`src/rtl/pkt_defs.sv`:
```
// Shared packet framing definitions for the fifo packet reader and writer.
package pkt_defs;

   // Reader FSM encoding, fixed so both sides of the router agree on it
   typedef enum logic [1:0] {
      HEADER  = 2'd0,
      PAYLOAD = 2'd1,
      HOLD    = 2'd2
   } pkt_state_e;

   // Position of the payload length field inside a header flit
   localparam int unsigned LEN_FIELD_LSB = 0;

endpackage

```
`src/rtl/pkt_timeout_ctr.sv`:
```
// Mid-packet idle counter: counts consecutive idle cycles and flags expiry.
// Only instantiated when PKT_READER_TIMEOUT_EN is defined.
module pkt_timeout_ctr #(
   parameter int unsigned TIMEOUT_CYCLES = 64
) (
   input  logic clk,
   input  logic reset,
   input  logic clear,
   input  logic idle,
   output logic expired
);

   localparam int unsigned CW = $clog2(TIMEOUT_CYCLES + 1);

   logic [CW-1:0] count;

   // Count idle cycles; any clear restarts the window
   always_ff @(posedge clk) begin
      if (reset || clear) begin
         count <= '0;
      end else if (idle) begin
         count <= count + 1'b1;
      end
   end

   // Expiry fires on the idle cycle that completes the window
   assign expired = idle && (count == CW'(TIMEOUT_CYCLES - 1));

endmodule

```
`src/rtl/fifo_packet_reader.sv`:
```
// Consumer end of the router input fifo: deframes header+payload packets and
// holds each one as a wide word until the core accepts it.
// Optional mid-packet timeout abort: define PKT_READER_TIMEOUT_EN.
module fifo_packet_reader
   import pkt_defs::*;
#(
   parameter int unsigned DATA_WIDTH     = 32,
   parameter int unsigned LEN_BITS       = 3,
   parameter int unsigned MAX_PAYLOAD    = 4,
   parameter int unsigned TIMEOUT_CYCLES = 64
) (
   input  logic                              clk,
   input  logic                              reset,
   output logic                              fifo_rd_en,
   output logic                              fifo_peek,
   input  logic [DATA_WIDTH-1:0]             fifo_data,
   input  logic                              fifo_valid,
   input  logic                              fifo_empty,
   output logic                              pkt_valid,
   input  logic                              pkt_ready,
   output logic [DATA_WIDTH-1:0]             pkt_header,
   output logic [LEN_BITS-1:0]               pkt_len,
   output logic [MAX_PAYLOAD*DATA_WIDTH-1:0] pkt_data,
   output logic                              pkt_err
);

   localparam logic [LEN_BITS-1:0] MAX_LEN = LEN_BITS'(MAX_PAYLOAD);

   pkt_state_e          state;
   pkt_state_e          state_next;
   logic [LEN_BITS-1:0] len;
   logic [LEN_BITS-1:0] cnt;
   logic [LEN_BITS-1:0] hdr_len;
   logic                last_word;
   logic                expired;
   logic                unused_empty;

   assign hdr_len   = fifo_data[LEN_FIELD_LSB +: LEN_BITS];
   assign last_word = fifo_valid && (cnt == len - 1'b1);

   // fifo_empty is status only; rd_en must not depend on it (empty is combinational on rdEn)
   assign unused_empty = fifo_empty;

`ifdef PKT_READER_TIMEOUT_EN
   logic in_payload;
   assign in_payload = (state == PAYLOAD);

   pkt_timeout_ctr #(
      .TIMEOUT_CYCLES(TIMEOUT_CYCLES)
   ) u_timeout (
      .clk     (clk),
      .reset   (reset),
      .clear   (!in_payload || fifo_valid),
      .idle    (in_payload && !fifo_valid),
      .expired (expired)
   );
`else
   localparam int unsigned unused_timeout = TIMEOUT_CYCLES;
   assign expired = 1'b0;
`endif

   // Pop request and packet-valid are pure state decodes
   assign fifo_rd_en = ((state == HEADER) || (state == PAYLOAD)) && !reset;
   assign fifo_peek  = 1'b0;
   assign pkt_valid  = (state == HOLD);

   // State register
   always_ff @(posedge clk) begin
      if (reset) begin
         state <= HEADER;
      end else begin
         state <= state_next;
      end
   end

   // Next-state decode
   always_comb begin
      state_next = state;
      case (state)
         HEADER: begin
            if (fifo_valid) begin
               state_next = (hdr_len == '0) ? HOLD : PAYLOAD;
            end
         end
         PAYLOAD: begin
            if (last_word || expired) begin
               state_next = HOLD;
            end
         end
         HOLD: begin
            if (pkt_ready) begin
               state_next = HEADER;
            end
         end
         default: state_next = HEADER;
      endcase
   end

   // Header capture, payload storage and completion status
   always_ff @(posedge clk) begin
      if (reset) begin
         pkt_header <= '0;
         pkt_len    <= '0;
         pkt_data   <= '0;
         pkt_err    <= 1'b0;
         len        <= '0;
         cnt        <= '0;
      end else begin
         case (state)
            HEADER: begin
               if (fifo_valid) begin
                  pkt_header <= fifo_data;
                  len        <= hdr_len;
                  cnt        <= '0;
                  pkt_err    <= 1'b0;
                  if (hdr_len == '0) begin
                     pkt_len <= '0;
                  end
               end
            end
            PAYLOAD: begin
               if (fifo_valid) begin
                  // Words beyond MAX_PAYLOAD match no slot and are drained without storing
                  for (int unsigned k = 0; k < MAX_PAYLOAD; k++) begin
                     if (cnt == LEN_BITS'(k)) begin
                        pkt_data[k*DATA_WIDTH +: DATA_WIDTH] <= fifo_data;
                     end
                  end
                  cnt <= cnt + 1'b1;
                  if (last_word) begin
                     pkt_len <= (len > MAX_LEN) ? MAX_LEN : len;
                     pkt_err <= (len > MAX_LEN);
                  end
               end else if (expired) begin
                  pkt_len <= (cnt > MAX_LEN) ? MAX_LEN : cnt;
                  pkt_err <= 1'b1;
               end
            end
            default: ;
         endcase
      end
   end

endmodule

```
`config.mk`:
```
export PLATFORM = sky130hd
export DESIGN_NAME = fifo_packet_reader
export DESIGN_NICKNAME = d
export VERILOG_FILES = /design/src/rtl/pkt_defs.sv /design/src/rtl/pkt_timeout_ctr.sv /design/src/rtl/fifo_packet_reader.sv
export SDC_FILE = /design/constraint.sdc
export NUM_CORES = 1
export LEC_CHECK = 0
export BUFFER_PORTS_ARGS = -buffer_cell sky130_fd_sc_hd__buf_2
export CAP_MARGIN = 20
export CORE_ASPECT_RATIO = 0.7
export CORE_MARGIN = 10
export CORE_UTILIZATION = 30
export DETAILED_ROUTE_END_ITERATION = 10
export PLACE_DENSITY = 0.49
export SLEW_MARGIN = 20
export SYNTH_ARGS = -nofsm -noshare
export SYNTH_HDL_FRONTEND = slang
export SYNTH_SLANG_ARGS = --single-unit
```
`constraint.sdc`:
```
create_clock -name clk -period 2.3 [get_ports clk]
set_clock_uncertainty 0.1 [all_clocks]
set_input_delay 0.69 -clock clk [delete_from_list [all_inputs] [get_ports clk]]
set_output_delay 0.69 -clock clk [all_outputs]
set_load 0.02 [all_outputs]
```
==> results_dict.tcl, run 1 <==
set metrics [dict create \
    status "finished, final reports clean" \
    seq_area_um2 3383 \
    avgSynthCellArea_um2 8.142 \
    drt_iter0_markers 373 \
    holdPathEnd "pkt_data[53]" \
    ios 204 \
    critPathTopFamily "flip-flops" \
    vias 5780 \
    relSlewSlack_pct 45.02 \
    r2r-end "pkt_len[2]" \
    root_buffer "clkbuf_16" \
    area_growth_pct 28.97 \
    drive_gt1_share_pct 30.60 \
    die_w_um 193.5 \
    hold_buffers 0 \
    syn_nets 820 \
    p_per_area_nw_per_um2 801.8 \
    synth-main-ff-cell "dfxtp_1" \
    switching_share_pct 26.31 \
    dieArea_um2 27360 \
    cts-buffers-inserted 17 \
    wirelength_um 22520 \
    worstSetupStartpointType "register" \
    hp-class "reg -> reg" \
    clkTransAtPathRegs_ns 0.07 \
    multiInputGateArea_um2 2570 \
    worstHoldStart "pkt_data[53]" \
    setup_violations 0 \
    dp.cells 1218 \
    wl_per_cell_um 18.01 \
    grt_pass1_wl_um 34350 \
    pwr-share-comb_pct 8.1 \
    crit_chain "nor2b_1, buf_2" \
    cts_resized 0 \
    synth_most_common_cell "nand2_1" \
    rr_startpoint "pkt_header[1]" \
    reg2reg_depth 8 \
    timing.final.crit_share_pct 94.17 \
    htree_num_levels 4 \
    post_cts_buffers 0 \
    clockPowerShare_pct 45.4 \
    synth_cell_types 31 \
    synth_top_area_share_pct 53.54 \
    cp-end-kind "output pin" \
    switchingPower_mw 1.719 \
    place.gp.congestion 0.7485 \
    grt_overflow 0 \
    nets 1005 \
    diodes 0 \
    cp_max_fo 13 \
    worst_slew_pin_slew_ns 0.8247 \
    place_hpwl_um 15520 \
    arrival_ns 1.38 \
    yosys_warnings 0 \
    vias_per_cell 4.624 \
    drtPass1Iterations 4 \
    p_seq_share_pct 46.5 \
    first_global_vias 5539 \
    netlist_instances 776 \
    grt_max_degree 93 \
    drcViolationCount 0 \
    whs_path_depth 2 \
    synth_edf_count 0 \
    core_um2 20700 \
    fmax_mhz 461.7 \
    row_count 44 \
    timing.reg2reg.setup_slack_ns 0.36 \
    crit_type "reg -> out" \
    critPathBufInv 1 \
    critical-path-slowest-cell "dfxtp_1" \
    cts.sink_count 169 \
    setup_slack_ns 0.1341 \
    antenna_found_initial 0 \
    ys_ff_latch 169 \
    antenna_left 0 \
    dp_slack_ns 0.2129 \
    clock_latency_ns 0.42 \
    ys_seq_area_share_pct 53.54 \
    fin_area_um2 8149 \
    cts_tree "done" \
    holdWs_ns 0.3517 \
    leakagePower_nw 3.404 \
    synth.cell_area_um2 6319 \
    period_minus_slack_ns 2.166 \
    hold_violations 0 \
    internal_power_mw 4.815 \
    fillers 2178 \
    yosys.area.top_type "dfxtp_1" \
    synth.area.top_cells "dfxtp_1 54%, nand2_1 20%, a21oi_1 10%" \
    drv_slew 0 \
    cts_buffer_depth 2 \
    grt_usage_pct 15.84 \
    synthTopCellsByCount "330 x nand2_1, 169 x dfxtp_1, 130 x a21oi_1" \
    place_area_um2 7552 \
    slowest_delay_ns 0.62 \
    portBuffers 201 \
    start_util_pct 30.52 \
    fin_cells 1250 \
    crit_required_ns 1.51 \
    tns_ns 0 \
    vdd_drop_max_mv 0.4697 \
    rsz0062_at_grt "no" \
    die-height_um 141.4 \
    maxCapViolCount 0 \
    synthArstFlopShare_pct 0 \
]
==> tightest hold or removal path, stage by stage (launching register included) <==
cell     delay (ns)
dfxtp_1        0.31
nand2_1        0.05
a21oi_1        0.05
==> final cells by class <==
class	count	area share [%]
Multi-Input combinational cell	543	31.54
Inverter	7	0.3224
Sequential cell	169	41.52
Timing Repair Buffer	223	15.06
Clock buffer	20	5.481
Clock inverter	12	1.842
Tap cell	276	4.238
==> through the flow <==
step	utilization, %	total power [mW]
floorplan	-	3.408
CTS	39.37	6.610
global route	39.37	6.779
detailed placement	36.48	3.642
finish	39.37	6.534
global placement	36.48	3.639
==> per-layer routing <==
| layer | part of all wire (%) | GRT usage, % |
|---|---|---|
| met1 | 51 | 21.88 |
| met4 | 0.57 | 2.929 |
| met5 | 0 | 0 |
| met2 | 43 | 23.23 |
| met3 | 5.9 | 5.673 |
==> layout by cell type (no fill, tap or decap), types with 2 or more instances in the layout <==
cell type / instances
nand4_1: 2
a21oi_1: 130
nand2_1: 328
buf_12: 4
a21oi_2: 36
inv_1: 7
clkbuf_16: 17
buf_2: 200
inv_8: 2
o21ai_0: 2
nor3_1: 2
nand2_2: 2
inv_6: 5
xor2_1: 3
ha_1: 7
clkbuf_1: 2
and2_2: 4
bufinv_16: 2
nor2_1: 8
clkinvlp_4: 2
nor3b_1: 3
nand4b_1: 3
dfxtp_1: 169
buf_4: 18
==> worst max-delay path by stage <==
stage	from	end	slack [ns]	depth (start not counted)
6_report	state[0]	pkt_valid	0.13	2
5_1_grt	state[1]	pkt_valid	0.01	2
4_1_cts	state[0]	pkt_valid	0.14	2
3_5_place_dp	fifo_valid	pkt_header[15]	0.21	5
3_3_place_gp	fifo_valid	pkt_err	0.24	5
2_1_floorplan	reset	fifo_rd_en	0.36	2
==> registers in the layout (all words and copies together), names as in the netlist <==
name        cells
pkt_len         3
pkt_header     32
pkt_err         1
pkt_data      128
state           2
cnt             3
==> power groups by stage <==
stage / clock network [mW] / registers [mW] / logic (mW)
floorplan: 0 / 3.17 / 0.233
global placement: 0 / 3.11 / 0.534
detailed placement: 0 / 3.11 / 0.536
CTS: 3.03 / 3.04 / 0.539
global route: 3.15 / 3.05 / 0.584
finish: 2.96 / 3.04 / 0.531
==> cell families (layout without fill, tap and decap cells) <==
| kind of cell | Yosys count | in the layout | synth area share, % |
|---|---|---|---|
| simple gates | 361 | 361 | 22.71 |
| compound gates | 171 | 171 | 15.84 |
| flops | 169 | 169 | 53.54 |
| buf+inv | 64 | 262 | 6.040 |
| fa+ha+maj | 7 | 7 | 1.386 |
| xor+xnor | 3 | 3 | 0.4159 |
| other cells | 1 | 1 | 0.05935 |
Power figures use the tool's default switching activity.
==> run 2: changes to the inputs <==
--- a/config.mk
+++ b/config.mk
@@ -5,13 +5,13 @@
 export SDC_FILE = /design/constraint.sdc
 export NUM_CORES = 1
 export LEC_CHECK = 0
-export BUFFER_PORTS_ARGS = -buffer_cell sky130_fd_sc_hd__buf_2
 export CAP_MARGIN = 20
 export CORE_ASPECT_RATIO = 0.7
 export CORE_MARGIN = 10
 export CORE_UTILIZATION = 30
 export DETAILED_ROUTE_END_ITERATION = 10
-export PLACE_DENSITY = 0.49
+export DONT_BUFFER_PORTS = 1
+export PLACE_DENSITY = 0.41
 export SLEW_MARGIN = 20
 export SYNTH_ARGS = -nofsm -noshare
 export SYNTH_HDL_FRONTEND = slang
==> run 2 against run 1 <==
Net effect:
- non-clock buffer count is 200 lower
- largest power group unchanged
- sequential share of layout area is 6.3 points higher
- highest routed layer unchanged
- critical path depth is 1 lower
- critical path type unchanged
- maximum frequency is 0.90% lower
- register-to-register slack better by 0.03 ns
- count of clock-buffer cells in the layout is 1 lower
- utilization is 5.2 points lower
==> results_dict.tcl, run 2 (synthesis results as in run 1) <==
set metrics [dict create \
    status "finished, final reports clean" \
    core_um2 20700 \
    largest_registers "pkt_data (128), pkt_header (32)" \
    vias 5064 \
    vias_per_cell 4.823 \
    critical-path-slowest-cell "nor2b_1" \
    place.gp.congestion 0.7390 \
    first_global_vias 4771 \
    fmax_mhz 457.5 \
    whs_path_depth 1 \
    grt_overflow 0 \
    place_hpwl_um 14980 \
    dieArea_um2 27360 \
    diodes 0 \
    drtPass1Iterations 4 \
    fin_cells 1050 \
    period_minus_slack_ns 2.186 \
    slowest_delay_ns 0.50 \
    htree_num_levels 4 \
    cts-buffers-inserted 17 \
    cts.sink_count 169 \
    drv_slew 0 \
    grt_pass1_wl_um 31970 \
    drcViolationCount 0 \
    final_cell_mix "330 x nand2_1, 169 x dfxtp_1, 130 x a21oi_1, 36 x a21oi_2, 22 x buf_4" \
    worstHoldStart "reset" \
    die-height_um 141.4 \
    cts_buffer_depth 2 \
    cts_tree "done" \
    holdWs_ns 0.2089 \
    hp-class "in -> reg" \
    worstSetupStartpointType "register" \
    p_per_area_nw_per_um2 876.5 \
    antenna_left 0 \
    nets 805 \
    worst_slew_pin_slew_ns 0.5439 \
    vdd_drop_max_mv 0.4492 \
    relSlewSlack_pct 63.66 \
    portBuffers 0 \
    post_cts_buffers 0 \
    die_w_um 193.5 \
    critPathBufInv 0 \
    crit_chain "nor2b_1" \
    area_growth_pct 11.94 \
    leakagePower_nw 2.340 \
    regMostFlops "pkt_data" \
    maxCapViolCount 0 \
    cts_resized 0 \
    antenna_found_initial 0 \
    hold_buffers 0 \
    setup_violations 0 \
    ios 204 \
    start_util_pct 30.52 \
    hold_violations 0 \
    grt_usage_pct 15.21 \
    rsz0062_at_grt "no" \
    cp-end-kind "output pin" \
    dp.cells 1018 \
    tns_ns 0 \
    crit_required_ns 1.51 \
    arrival_ns 1.40 \
    clock_latency_ns 0.43 \
    root_buffer "clkbuf_16" \
    cp_max_fo 7 \
    reg2reg_depth 5 \
    timing.final.crit_share_pct 95.03 \
    row_count 44 \
    layout_commonest_cell "nand2_1" \
    crit_type "reg -> out" \
    grt_max_degree 173 \
    drive_gt1_share_pct 12.40 \
    r2r-end "pkt_data[47]" \
    finalPower_mw 6.199 \
    clkTransAtPathRegs_ns 0.08 \
    wl_per_cell_um 20.56 \
    wirelength_um 21580 \
    timing.reg2reg.setup_slack_ns 0.39 \
    rr_startpoint "state[0]" \
    drt_iter0_markers 412 \
    holdPathEnd "pkt_data[2]" \
    largest_register_ff_count 128 \
    critPathTopFamily "simple AND/OR/NAND/NOR gates" \
]
==> run 2: cell types whose count changed in the layout (fill, tap and decap cells not counted), moves of 2 or more <==
cell | previous run | this run
buf_2 | 200 | 0
buf_4 | 18 | 22
inv_8 | 2 | 5
nand2_1 | 328 | 330
buf_12 | 4 | 1
bufinv_16 | 2 | 0
clkinv_4 | 1 | 3
nand2_2 | 2 | 0
==> run 2: routing by layer <==
metal / vias to the layer above / GRT usage, % / wire, um
met5: - / 0 / 0
met4: 0 / 4.394 / 242
met3: 20 / 8.592 / 2807
met2: 181 / 22.28 / 9379
met1: 2389 / 18.57 / 9155
li1: 2474 / - / -
==> run 2: layout make-up <==
cell class	count	area [um^2]
fill	2163	13630
timing repair buffer	23	185.2
clock buffer	19	442.9
sequential	169	3383
clock inverter	13	125.1
inverter	7	26.28
multi-input combinational	543	2565
tap	276	345.3
==> run 2: worst max path at each step <==
stage	start	end	slack [ns]	cells after the start
CTS	state[1]	pkt_valid	0.08	1
global placement	reset	fifo_rd_en	0.41	1
finish	state[1]	pkt_valid	0.11	1
detailed placement	fifo_valid	pkt_data[23]	0.40	5
global route	state[1]	pkt_valid	0.03	1
floorplan	reset	fifo_rd_en	0.36	2
==> run 2: per-stage QoR <==
step	util (%)	setup WS (ns)	instance area, um^2
4_1_cts	34.17	0.07805	7073
3_5_place_dp	31.43	0.4022	6505
2_1_floorplan	-	0.3558	6319
6_report	34.17	0.1144	7073
5_1_grt	34.17	0.03354	7073
3_3_place_gp	31.43	0.4121	6505
==> run 2: power by group <==
group / total, mW / switching, mW / internal, mW
Clock: 2.83 / 1.36 / 1.47
Sequential: 3.13 / 0.139 / 2.99
Combinational: 0.238 / 0.150 / 0.0887
